File: src/rtl/if_stage_pkg.sv
// Shared fetch-stage types: FSM state, the IF/ID record seen by decode, and the
// canonical NOP used to fill empty pipeline slots.
package if_stage_pkg;

  typedef enum logic [1:0] {
    IDLE   = 2'd0,
    STREAM = 2'd1,
    HOLD   = 2'd2
  } if_state_e;

  localparam logic [31:0] NOP_INST = 32'h0000_0013;

  typedef struct packed {
    logic        valid;
    logic [31:0] pc;
    logic [31:0] inst;
  } if_id_t;

  // Instruction addresses are word aligned; byte-offset bits are dropped.
  function automatic logic [31:0] align_pc(input logic [31:0] pc);
    return {pc[31:2], 2'b00};
  endfunction

endpackage

File: src/rtl/if_stage_if.sv
// Fetch-stage bundle: decode control in, instruction-SRAM port, IF/ID outputs.
// master = fetch stage, slave = surrounding core (decode/EX/SRAM).
interface if_stage_if #(
  parameter int IM_AW = 14
);
  logic             stall_i;
  logic             redirect_i;
  logic [31:0]      redirect_pc_i;
  logic             im_oe;
  logic [IM_AW-1:0] im_addr;
  logic [31:0]      im_dout;
  logic             id_valid_o;
  logic [31:0]      id_pc_o;
  logic [31:0]      id_inst_o;

  modport master (
    input  stall_i, redirect_i, redirect_pc_i, im_dout,
    output im_oe, im_addr, id_valid_o, id_pc_o, id_inst_o
  );

  modport slave (
    output stall_i, redirect_i, redirect_pc_i, im_dout,
    input  im_oe, im_addr, id_valid_o, id_pc_o, id_inst_o
  );
endinterface

File: src/rtl/if_skid_buf.sv
// One-entry skid buffer: parks the SRAM word that returns while decode is
// stalled, so the read is never repeated and never lost.
module if_skid_buf #(
  parameter logic [31:0] NOP_INST = 32'h0000_0013
) (
  input  logic        clk,
  input  logic        rst_n,
  input  logic        capture,
  input  logic        drain,
  input  logic        clear,
  input  logic [31:0] cap_pc,
  input  logic [31:0] cap_inst,
  output logic        full,
  output logic [31:0] buf_pc,
  output logic [31:0] buf_inst
);

  logic        full_q;
  logic [31:0] pc_q;
  logic [31:0] inst_q;

  always_ff @(posedge clk or negedge rst_n) begin
    if (!rst_n) begin
      full_q <= 1'b0;
    end else if (clear || drain) begin
      full_q <= 1'b0;
    end else if (capture) begin
      full_q <= 1'b1;
    end
  end

  always_ff @(posedge clk or negedge rst_n) begin
    if (!rst_n) begin
      pc_q   <= 32'h0;
      inst_q <= NOP_INST;
    end else if (capture && !clear) begin
      pc_q   <= cap_pc;
      inst_q <= cap_inst;
    end
  end

  assign full     = full_q;
  assign buf_pc   = pc_q;
  assign buf_inst = inst_q;

endmodule

File: src/rtl/if_stage.sv
// RV32I instruction fetch: PC register, synchronous I-SRAM read, skid buffer
// for decode stalls, and the IF/ID register. Redirect beats stall beats advance.
module if_stage
  import if_stage_pkg::*;
#(
  parameter logic [31:0] RESET_PC = 32'h0000_0000,
  parameter int          IM_AW    = 14,
  parameter logic [31:0] NOP_INST = if_stage_pkg::NOP_INST
) (
  input logic        clk,
  input logic        rst_n,
  if_stage_if.master bus
);

  if_state_e   state_q, state_d;
  logic [31:0] pc_q, pc_d;
  logic [31:0] fetch_pc;
  logic        fetch;
  if_id_t      ifid_q, ifid_d;

  logic        buf_capture, buf_drain, buf_clear, buf_full;
  logic [31:0] buf_pc, buf_inst;

  if_skid_buf #(
    .NOP_INST (NOP_INST)
  ) u_skid (
    .clk      (clk),
    .rst_n    (rst_n),
    .capture  (buf_capture),
    .drain    (buf_drain),
    .clear    (buf_clear),
    .cap_pc   (pc_q),
    .cap_inst (bus.im_dout),
    .full     (buf_full),
    .buf_pc   (buf_pc),
    .buf_inst (buf_inst)
  );

  always_comb begin
    state_d     = state_q;
    pc_d        = pc_q;
    fetch       = 1'b0;
    fetch_pc    = pc_q;
    ifid_d      = ifid_q;
    buf_capture = 1'b0;
    buf_drain   = 1'b0;
    buf_clear   = 1'b0;

    if (bus.redirect_i) begin
      // Whatever is in flight or parked belongs to the wrong path.
      fetch       = 1'b1;
      fetch_pc    = align_pc(bus.redirect_pc_i);
      pc_d        = fetch_pc;
      ifid_d      = '{valid: 1'b0, pc: ifid_q.pc, inst: NOP_INST};
      buf_clear   = 1'b1;
      state_d     = STREAM;
    end else if (bus.stall_i) begin
      // The word read last cycle arrives now whether or not decode can take it.
      if (state_q == STREAM) begin
        buf_capture = 1'b1;
        state_d     = HOLD;
      end
    end else begin
      unique case (state_q)
        IDLE: begin
          fetch   = 1'b1;
          ifid_d  = '{valid: 1'b0, pc: ifid_q.pc, inst: NOP_INST};
          state_d = STREAM;
        end
        STREAM: begin
          ifid_d   = '{valid: 1'b1, pc: pc_q, inst: bus.im_dout};
          fetch    = 1'b1;
          fetch_pc = pc_q + 32'd4;
          pc_d     = fetch_pc;
        end
        HOLD: begin
          ifid_d    = '{valid: buf_full, pc: buf_pc,
                        inst: buf_full ? buf_inst : NOP_INST};
          fetch     = 1'b1;
          fetch_pc  = buf_pc + 32'd4;
          pc_d      = fetch_pc;
          buf_drain = 1'b1;
          state_d   = STREAM;
        end
        default: state_d = IDLE;
      endcase
    end
  end

  always_ff @(posedge clk or negedge rst_n) begin
    if (!rst_n) begin
      state_q <= IDLE;
      pc_q    <= RESET_PC;
      ifid_q  <= '{valid: 1'b0, pc: 32'h0, inst: NOP_INST};
    end else begin
      state_q <= state_d;
      pc_q    <= pc_d;
      ifid_q  <= ifid_d;
    end
  end

  // Read enable is masked by reset so the SRAM stays quiet while held in reset.
  assign bus.im_oe      = fetch & rst_n;
  assign bus.im_addr    = fetch_pc[IM_AW+1:2];
  assign bus.id_valid_o = ifid_q.valid;
  assign bus.id_pc_o    = ifid_q.pc;
  assign bus.id_inst_o  = ifid_q.inst;

endmodule

File: src/flat_wrapper.sv
// flat-port wrapper written by rule: the top's interface ports become plain ports
module if_stage_flat import if_stage_pkg::*;
#(
  parameter logic [31:0] RESET_PC = 32'h0000_0000,
  parameter int          IM_AW    = 14,
  parameter logic [31:0] NOP_INST = if_stage_pkg::NOP_INST
)
  (clk, rst_n, bus_stall_i, bus_redirect_i, bus_redirect_pc_i, bus_im_dout, bus_im_oe, bus_im_addr, bus_id_valid_o, bus_id_pc_o, bus_id_inst_o);
  if_stage_if #(.IM_AW(IM_AW)) bus_i ();
  input logic clk;
  input logic rst_n;
  input wire logic [$bits(bus_i.stall_i)-1:0] bus_stall_i;
  input wire logic [$bits(bus_i.redirect_i)-1:0] bus_redirect_i;
  input wire logic [$bits(bus_i.redirect_pc_i)-1:0] bus_redirect_pc_i;
  input wire logic [$bits(bus_i.im_dout)-1:0] bus_im_dout;
  output wire logic [$bits(bus_i.im_oe)-1:0] bus_im_oe;
  output wire logic [$bits(bus_i.im_addr)-1:0] bus_im_addr;
  output wire logic [$bits(bus_i.id_valid_o)-1:0] bus_id_valid_o;
  output wire logic [$bits(bus_i.id_pc_o)-1:0] bus_id_pc_o;
  output wire logic [$bits(bus_i.id_inst_o)-1:0] bus_id_inst_o;
  assign bus_i.stall_i = bus_stall_i;
  assign bus_i.redirect_i = bus_redirect_i;
  assign bus_i.redirect_pc_i = bus_redirect_pc_i;
  assign bus_i.im_dout = bus_im_dout;
  assign bus_im_oe = bus_i.im_oe;
  assign bus_im_addr = bus_i.im_addr;
  assign bus_id_valid_o = bus_i.id_valid_o;
  assign bus_id_pc_o = bus_i.id_pc_o;
  assign bus_id_inst_o = bus_i.id_inst_o;
  if_stage #(.RESET_PC(RESET_PC), .IM_AW(IM_AW), .NOP_INST(NOP_INST)) u_core (.clk(clk), .rst_n(rst_n), .bus(bus_i));
endmodule
File: config.mk
export PLATFORM = sky130hd
export DESIGN_NAME = if_stage_flat
export DESIGN_NICKNAME = d
export VERILOG_FILES = /design/src/rtl/if_stage_pkg.sv /design/src/rtl/if_stage_if.sv /design/src/rtl/if_skid_buf.sv /design/src/rtl/if_stage.sv /design/src/flat_wrapper.sv
export SDC_FILE = /design/constraint.sdc
export NUM_CORES = 1
export LEC_CHECK = 0
export CAP_MARGIN = 0
export CORE_MARGIN = 2
export CORE_UTILIZATION = 53
export DETAILED_ROUTE_END_ITERATION = 8
export PLACE_DENSITY_LB_ADDON = 0.08
export SLEW_MARGIN = 40
export SYNTH_ARGS = -nofsm -noshare
export SYNTH_HDL_FRONTEND = slang
export SYNTH_SLANG_ARGS = --single-unit
File: constraint.sdc
create_clock -name clk -period 3.8 [get_ports clk]
set_input_delay 0.76 -clock clk [delete_from_list [all_inputs] [get_ports clk]]
set_output_delay 0.76 -clock clk [all_outputs]
set_load 0.01 [all_outputs]
==> run_results.csv <==
group,metric,value,unit
route,wl,21300,um
setup_path,start_kind,"flop",
floorplanning,die_h,130,um
floorplanning,die_area,16800,um^2
timing,finalSetupViolCount,0,
clock_tree,clockRootBuffer,"clkbuf_16",
clock_tree,cts_tree,"yes",
synth,netlist_top_cells_count,"158 x dfrtp_1, 108 x nand2_1, 82 x o21ai_0, 76 x a22oi_1, 72 x mux2_2",
synth,yosys_register_bits,164,
setup_path,cp.required,3040,ps
global_routing,grt_pass1_wl,34000,um
timing,rsz0062_at_grt,"yes",
power,finalPower,0.00627,W
synth,synth.most_common_cell,"dfrtp_1",
synth,synthAdderAreaFrac,0.00897,
synth,synthArstFlopShare,1.00,
cells_and_area,diodes,0,
cells_and_area,fin_nets,1016,
global_routing,grt_overflow,0,
placement,dp.cells,1129,
power,powerDensity,579,nW/um^2
timing,finClkSkew,5.70,ps
run,cap_violations,0,
synth,ys_types,64,
floorplanning,initial_core_util,0.547,
synth,synth_edf_count,0,
clock_tree,clkLatencyLatePin,430,ps
floorplanning,pin_count,148,
timing,worst_slack,88.0,ps
synth,muxShareOfSynthArea,0.124,
power,p_leak,4.42,nW
synth,synthSimpleGateAreaFrac,0.136,
placement,dp.final_hpwl,13300,um
synth,yosysTopAreaCell,"dfrtp_1",
synth,yosys.area_share.xor_xnor,0.0105,
clock_tree,htreeDepth,4,
route,dr.pass1.iters,5,
timing,fin_crit_sh,0.977,
setup_path,critPathMaxFanout,9,
synth,syn_nets,896,
clock_tree,clock-sinks,164,
timing,max-slew-margin-rel,0.465,
synth,synthFlopType,"dfrtp_1",
route,drtIter0Drc,512,
clock_tree,holdBufCountCts,0,
timing,timing.fmax,269,MHz
setup_path,cp.arrival,2950,ps
global_routing,antenna_found_initial,0,
cells_and_area,fill_cells,1139,
synth,syn_inst,822,
synth,ys_warn_count,0,
route,drtAntennaViolNets,0,
synth,synthTopCellsByArea,"dfrtp_1 47%, mux2_2 9.7%, a22oi_1 6.8%",
global_routing,grt_pass1_vias,6864,
route,drc,0,
cells_and_area,regArea,4110,um^2
global_routing,track_usage,0.256,
synth,ys_seq_area_frac,0.491,
cells_and_area,drive_above_1_share,0.174,
placement,port-buffer-count,145,
timing,tns,0,ps
setup_path,end_kind,"primary output",
timing,slew_viol_final,0,
cells_and_area,area_growth,29.4,%
floorplanning,die_w,130,um
synth,avgSynthCellArea,10.2,um^2
floorplanning,core-area,15300,um^2
min_path,hp-class,"input port to async pin",
outcome,status,"completed",
cells_and_area,multi_input_area,3950,um^2
synth,synth_area,8370,um^2
timing,hold_viol,0,
power,irDropWorstVdd,0.381,mV
placement,dp_slack,71.8,ps
synth,synth_top_family_by_area,"compound AO/OA/AOI/OAI gates",
floorplanning,placementRows,45,
placement,gp_congestion,0.887,
clock_tree,cts_buffer_depth,2,
route,vias,6955,
timing,period_minus_slack,3710,ps
cells_and_area,layout.cells.non_filler,1166,
synth,yosys.area.top_type_share,0.472,
synth,synth_compound_area_frac,0.181,
route,vias_per_cell,5.96,
global_routing,grt_max_degree,165,
clock_tree,clkSlewWorstSetupHoldPaths,60,ps
clock_tree,cts_buffers,17,
setup_path,crit_type,"flop to primary output",
timing,worst_pin_slew,802,ps
route,post_drt_wl_per_cell,18.3,um
## stage by stage
| step | cell area (um^2) | util | hold slack (ps) |
|---|---|---|---|
| detailed placement | 9950 | 0.650 | 469 |
| global placement | 9950 | 0.650 | 456 |
| CTS | 10800 | 0.703 | 483 |
| finish | 10800 | 0.707 | 304 |
| floorplan | 8370 | - | 462 |
| global route | 10800 | 0.707 | 332 |
## layout make-up
cell class              count  share of cell area
flip-flops and latches    164               0.380
well taps                 211              0.0244
clock buffers              19              0.0409
repair buffers            176               0.163
inverters                  11             0.00381
multi-input cells         572               0.365
clock inverters            13              0.0233
## timing repair
action,CTS,global route
buffers inserted,3,0
setup endpoints to repair,11,8
cloned,1,0
resized for setup,20,9
## sequential cells by signal, indices dropped and copies added, names as in the netlist
name,cells
u_core.bus.id_inst_o,32
u_core.bus.id_pc_o,32
u_core.pc_q,32
u_core.state_q,2
u_core.u_skid.buf_pc,32
u_core.u_skid.full,1
u_core.u_skid.buf_inst,32
u_core.bus.id_valid_o,1
## critical path, cell delays in order, from the launching register on
cell	delay (ps)
dfrtp_1	390
inv_2	120
ha_4	220
mux2i_2	260
inv_1	140
ha_4	210
a21boi_4	160
xnor2_1	140
a221oi_1	290
a21oi_1	90
clkdlybuf4s50_1	490
## cell usage in the layout (no fill, tap or decap), types with 6 or more instances in the layout
cell type	netlist	routed
mux2_2	72	72
nor2_1	29	28
o221ai_1	8	7
xnor2_1	8	8
nand3b_1	9	9
dfrtp_1	158	157
a31oi_1	8	8
a21oi_1	13	12
buf_4	15	24
clkbuf_16	0	17
or3_1	8	8
a22oi_1	76	76
bufinv_16	0	7
clkdlybuf4s50_1	0	134
nand2_1	108	108
nor3_1	9	9
nand3_1	28	27
inv_1	11	10
o21ai_0	82	81
mux2i_1	23	21
nand4_1	6	6
dfstp_2	6	6
## cell families after synthesis
kind of cell / Yosys count
and+or+nand+nor: 234
AOI/OAI and AO/OA: 227
DFF: 164
muxes: 95
buffers and inverters: 86
xor gates and xnor gates: 10
adders and majority gates: 6
## per-layer routing
metal	vias to the layer above	global-route usage	wire [um]
li1	3246	-	-
met1	3435	0.343	9460
met2	239	0.423	10300
met3	35	0.0450	1140
met4	0	0.0879	396
met5	-	0	0
## report_power, final
part	switching (W)	total, W	internal [W]
clock	0.000710	0.00203	0.00132
sequential	0.000377	0.00258	0.00221
combinational	0.000784	0.00166	0.000877
total	0.00187	0.00627	0.00440
## final timing paths
path                                                   startpoint                              endpoint  slack [ps]  depth (start not counted)
min in group clk                u_core.bus.id_pc_o[0]$_DFFE_PN0P_     u_core.bus.id_pc_o[0]$_DFFE_PN0P_         480                          2
worst min register to register  u_core.bus.id_pc_o[0]$_DFFE_PN0P_     u_core.bus.id_pc_o[0]$_DFFE_PN0P_         480                          2
max in group asynchronous                                   rst_n         u_core.state_q[1]$_DFFE_PN0P_        2610                          3
worst min-delay path                                        rst_n  u_core.bus.id_inst_o[24]$_DFFE_PN0P_         300                          2
worst max register to register      u_core.state_q[0]$_DFFE_PN0P_           u_core.pc_q[31]$_DFFE_PN0P_         700                          9
worst max-delay path                u_core.state_q[0]$_DFFE_PN0P_                        bus_im_addr[4]          90                         10
Power figures use the tool's default switching activity.
